==> config.mk <==
export PLATFORM = sky130hd
export DESIGN_NAME = luma_front_end
export DESIGN_NICKNAME = d
export VERILOG_FILES = /design/src/rtl/luma_front_end.sv
export SDC_FILE = /design/constraint.sdc
export NUM_CORES = 1
export LEC_CHECK = 0
export CORE_MARGIN = 8
export CORE_UTILIZATION = 54
export CTS_CLUSTER_SIZE = 28
export DETAILED_ROUTE_END_ITERATION = 8
export GPL_ROUTABILITY_DRIVEN = 0
export GPL_TIMING_DRIVEN = 0
export PLACE_DENSITY = 0.82
export SLEW_MARGIN = 20
export SYNTH_ARGS = -nofsm -noshare
export SYNTH_HDL_FRONTEND = slang
export SYNTH_SLANG_ARGS = --single-unit
==> constraint.sdc <==
create_clock -name i_clk -period 3.4 [get_ports i_clk]
set_input_delay 0.68 -clock i_clk [delete_from_list [all_inputs] [get_ports i_clk]]
set_output_delay 0.68 -clock i_clk [all_outputs]
set_load 0.05 [all_outputs]
==> src/rtl/luma_front_end.sv <==
// Front end for the gcbp stage: turns a DE/VSYNC framed YCbCr 4:2:2 stream into
// cropped, horizontally box-averaged luma with line/frame markers and an error flag.
module luma_front_end #(
    parameter int ACTIVE_WIDTH = 640,
    parameter int ACTIVE_LINES = 480,
    parameter int H_DECIM      = 2,
    parameter int LINE_CNT_W   = 9
) (
    input  logic                  i_clk,
    input  logic                  i_resetn,
    input  logic [15:0]           i_pix_data,
    input  logic                  i_pix_de,
    input  logic                  i_vsync,
    output logic [8:0]            o_luma_data,
    output logic                  o_luma_data_valid,
    output logic                  o_new_line,
    output logic                  o_new_frame,
    output logic [LINE_CNT_W-1:0] o_line_cnt,
    output logic                  o_frame_err
);

    localparam int H_SHIFT = (H_DECIM == 4) ? 2 : (H_DECIM == 2) ? 1 : 0;
    localparam int ACC_W   = 8 + H_SHIFT;
    localparam int PX_W    = $clog2(ACTIVE_WIDTH + 1);
    localparam int LN_W    = $clog2(ACTIVE_LINES + 1);
    localparam logic [PX_W-1:0] AW_P = PX_W'(ACTIVE_WIDTH);
    localparam logic [LN_W-1:0] AL_P = LN_W'(ACTIVE_LINES);

    typedef enum logic [1:0] {WAIT_FRAME, WAIT_LINE, IN_LINE} state_t;

    state_t           state;
    logic             vs_q;
    logic             de_q;
    logic             frame_pending;
    logic [LN_W-1:0]  lines_seen;
    logic [PX_W-1:0]  px;
    logic [ACC_W-1:0] acc;

    logic             vs_rise;
    logic             de_rise;
    logic             de_fall;
    logic             pending_eff;
    logic [LN_W-1:0]  lines_eff;
    logic             line_start;
    logic             take;
    logic [PX_W-1:0]  px_idx;
    logic [ACC_W-1:0] sum;
    logic             keep_px;
    logic             group_end;
    logic [7:0]       avg;
    logic             unused_chroma;

    // A vsync rise is folded in ahead of a same-cycle DE rise, so that line
    // starts as line 0 of the new frame.
    always_comb begin
        vs_rise       = i_vsync & ~vs_q;
        de_rise       = i_pix_de & ~de_q;
        de_fall       = ~i_pix_de & de_q;
        pending_eff   = frame_pending | vs_rise;
        lines_eff     = vs_rise ? '0 : lines_seen;
        line_start    = de_rise & (vs_rise | (state == WAIT_LINE))
                        & (pending_eff | (lines_eff < AL_P));
        take          = i_pix_de & (line_start | ((state == IN_LINE) & ~vs_rise));
        px_idx        = line_start ? '0 : px;
        sum           = (line_start ? '0 : acc) + ACC_W'(i_pix_data[7:0]);
        keep_px       = take & (px_idx < AW_P);
        group_end     = (int'(px_idx) % H_DECIM) == (H_DECIM - 1);
        avg           = 8'(sum >> H_SHIFT);
        unused_chroma = ^i_pix_data[15:8];
    end

    always_ff @(posedge i_clk or negedge i_resetn) begin
        if (!i_resetn) begin
            state             <= WAIT_FRAME;
            vs_q              <= 1'b0;
            de_q              <= 1'b0;
            frame_pending     <= 1'b0;
            lines_seen        <= '0;
            px                <= '0;
            acc               <= '0;
            o_luma_data       <= '0;
            o_luma_data_valid <= 1'b0;
            o_new_line        <= 1'b0;
            o_new_frame       <= 1'b0;
            o_line_cnt        <= '0;
            o_frame_err       <= 1'b0;
        end else begin
            vs_q              <= i_vsync;
            de_q              <= i_pix_de;
            o_luma_data_valid <= 1'b0;
            o_new_line        <= 1'b0;
            o_new_frame       <= 1'b0;

            // Aborted line, or a frame that closed short of ACTIVE_LINES.
            if (vs_rise) begin
                if ((state == IN_LINE) || ((state != WAIT_FRAME) && (lines_seen < AL_P)))
                    o_frame_err <= 1'b1;
                frame_pending <= 1'b1;
                lines_seen    <= '0;
                state         <= WAIT_LINE;
            end

            if (line_start) begin
                state      <= IN_LINE;
                o_new_line <= 1'b1;
                lines_seen <= lines_eff + LN_W'(1);
                if (pending_eff) begin
                    o_new_frame   <= 1'b1;
                    o_line_cnt    <= '0;
                    frame_pending <= 1'b0;
                    o_frame_err   <= 1'b0;
                end else begin
                    o_line_cnt <= LINE_CNT_W'(lines_eff);
                end
            end else if ((state == IN_LINE) && !vs_rise && de_fall) begin
                state <= WAIT_LINE;
                if (px < AW_P)
                    o_frame_err <= 1'b1;
            end

            if (keep_px) begin
                px <= px_idx + PX_W'(1);
                if (group_end) begin
                    o_luma_data       <= {1'b0, avg};
                    o_luma_data_valid <= 1'b1;
                    acc               <= '0;
                end else begin
                    acc <= sum;
                end
            end
        end
    end

endmodule
==> run summary <==
Slew @ Worst Pin = 0.6764 ns
number of fill cells = 397
Synth Area in Compound Gates = 10.87%
fin crit period = 3.169 ns
Initial Utilization = 54.80%
Post-synth EDFFs = 0
final cycle utilization of the critical path = 93.20%
Worst Path Arrival = 3.37 ns
Critical-path top delay cell = fa_2
mux cell area share after synthesis = 2.890%
largest stage delay on the critical path = 0.40 ns
row count = 26
Synth Area in Simple Gates = 21.74%
Worst Hold Class = primary input to async pin
Final nets = 339
CTS root buf = clkbuf_8
H-tree depth = 2
share of layout cells above drive strength 1 = 13.27%
vias in the first global route = 2024
setup TNS = 0 ns
Critical Path, Cell by Cell = dlygate4sd2_1, nor2b_2, buf_6, o21ai_4, or2_4, clkbuf_8, and2_1, ha_2, fa_2, a211oi_4, o21ai_1, a31oi_2, a21oi_1, a211o_1
Post-DP HPWL = 3.826 mm
Max Cap Viol = 0
WS Path Type = primary input to flop
total congestion overflow = 0
port bufs = 32
Worst Path Buf+Inv = 3
final setup margin = 0.2312 ns
placed cell areas = 3133 µm²
Post-Synth Adder-Cell Area = 5.321%
TritonCTS clock tree = done
clock sinks = 54
die area = 7581 µm²
Via density = 5.356
area of the core = 4977 µm²
TritonCTS Buffers = 5
Final Util = 65.96%
Crit path max-delay family = compound AO/OA/AOI/OAI gates
Setup violations, final = 0
post-synthesis cell type count = 53
cts hold-fix bufs = 0
clk_skew = 0.008044 ns
register area share after synthesis = 49.54%
asr flop ratio synth = 100.0%
Iteration-0 DRC Markers = 92
Min Hold Slack = 0.4011 ns
Synth area leaders = dfrtp_1 (50%), nand2_1 (5.2%), xnor2_1 (5.1%)
Top FF cell, synth = dfrtp_1
Initial DRT Pass Iterations = 4
Critical Path RT = 3.60 ns
syn avg cell area = 10.25 µm²
Antenna Violating Nets Remaining = 0
PwrDens = 677.5 nW/µm²
largest net degree at the start of global routing = 55
antenna violations before repair = 0
n_diodes = 0
DRC viols = 0
Power, Total = 2.224 mW
Die Wd = 87.07 µm
CP max FO = 10
outcome = complete, no violations
Ports = 42
Layout area overhead = 20.37%
synth cell count leaders = dfrtp_1 (54), nand2_1 (38), nor2_1 (23)
Final Instance Count excl. Fillers = 379
Post-Synthesis Cells = 266
WL final = 5.439 mm
die height = 87.07 µm
via count = 2030
Worst-path clk slew = 0.09 ns
all-layer global routing usage = 15.04%
Slew Limit Fails = 0
Yosys top cell by area = dfrtp_1
fin area = 3283 µm²
cell leakage power = 1.495 nW
drt wl/cell = 14.35 µm
most frequent cell after synthesis = dfrtp_1
Max Fclk = 315.6 MHz
Synth top area share = 49.54%
largest family of logic cells by synthesized area = simple AND/OR/NAND/NOR gates
CP Capture Type = flop
DP Cell Count = 368
RSZ-0062 raised after global routing = no
slew margin rel. = 54.91%
CP Launch Type = primary input
Synth warnings = 0
Synth Net Count = 297
worst slack at placement = -0.7559 ns
Syn Std Cell Area = 2728 µm²
first-pass GRT wire length = 8.990 mm
Worst VDD drop = 0.5613 mV
Clock Path Buffers = 2
FF+latch count, synth = 54
worst skew pair latency = 0.31 ns
Final Hold Viols = 0
Synth Area in XOR/XNOR = 6.101%
-- flip-flops by register name, indices dropped and copies added, names as in the netlist, 2 cells and up --
signal       count
px              10
acc              9
lines_seen       9
o_line_cnt       9
o_luma_data      8
state            2
-- worst reg2reg max path, stage by stage, from the launching register on --
cell and delay (ns):
dfrtp_1 0.42, and2b_1 0.27, o21ai_4 0.09, or2_4 0.27
clkbuf_8 0.17, and2_1 0.16, ha_2 0.18, fa_2 0.40
a211oi_4 0.27, o21ai_1 0.10, a31oi_2 0.20, a21oi_1 0.08
a211o_1 0.27
-- metal layers --
layer  GRT usage [%]  part of all wire (%)  vias up
li1                -                     -     1006
met1           17.91                    46      969
met2           25.61                    47       44
met3           2.925                   4.6       11
met4           6.729                   2.1        0
met5               0                     0        -
-- power by group --
| part | total, mW | leakage (nW) | switching [mW] | internal [mW] |
|---|---|---|---|---|
| Clock | 0.360 | 0.0482 | 0.195 | 0.165 |
| Combinational | 0.977 | 0.743 | 0.559 | 0.418 |
| Sequential | 0.887 | 0.703 | 0.102 | 0.786 |
-- final timing paths --
check | start | endpoint | slack [ns] | depth (start not counted)
worst min register to register | o_line_cnt[7]$_DFFE_PN0P_ | o_line_cnt[7]$_DFFE_PN0P_ | 0.47 | 2
worst max-delay path | i_vsync | acc[8]$_DFFE_PN0P_ | 0.23 | 14
min in group i_clk | o_line_cnt[7]$_DFFE_PN0P_ | o_line_cnt[7]$_DFFE_PN0P_ | 0.47 | 2
worst min-delay path | i_resetn | o_line_cnt[8]$_DFFE_PN0P_ | 0.40 | 1
worst max register to register | state[1]$_DFFE_PN0P_ | acc[8]$_DFFE_PN0P_ | 0.43 | 12
max in group asynchronous | i_resetn | px[6]$_DFFE_PN0P_ | 2.54 | 1
-- placed cells by master, fill, tap and decap left out, types with 8 or more instances in the layout --
cell             netlist  routed
a21oi_1                9       9
clkdlybuf4s50_1        0      29
and2_1                12      12
nor3_1                 8       8
nand2_1               38      38
ha_1                  10       9
nand3_1               12      12
xnor2_1               16      16
nor2_1                23      23
dfrtp_1               54      54
-- repair_timing --
item	4_1_cts	5_1_grt
setup endpoints to repair	9	8
setup buffers	3	0
pin swaps	7	0
resized for setup	10	2
-- kinds of logic after synthesis --
group | Yosys count
adders and majority gates | 11
and+or+nand+nor | 118
AOI/OAI and AO/OA | 42
xor gates and xnor gates | 19
buffers and inverters | 14
DFF | 54
muxes | 7
other | 1
-- final cells by class --
type | count | area (µm²) | area share (%)
Tap cell | 70 | 87.58 | 2.668
Inverter | 5 | 21.27 | 0.6479
Buffer | 9 | 81.33 | 2.477
Clock inverter | 1 | 5.005 | 0.1524
Multi-Input combinational cell | 198 | 1309 | 39.86
Clock buffer | 7 | 86.33 | 2.630
Sequential cell | 54 | 1351 | 41.16
Timing Repair Buffer | 35 | 341.6 | 10.40
Power figures use the tool's default switching activity.
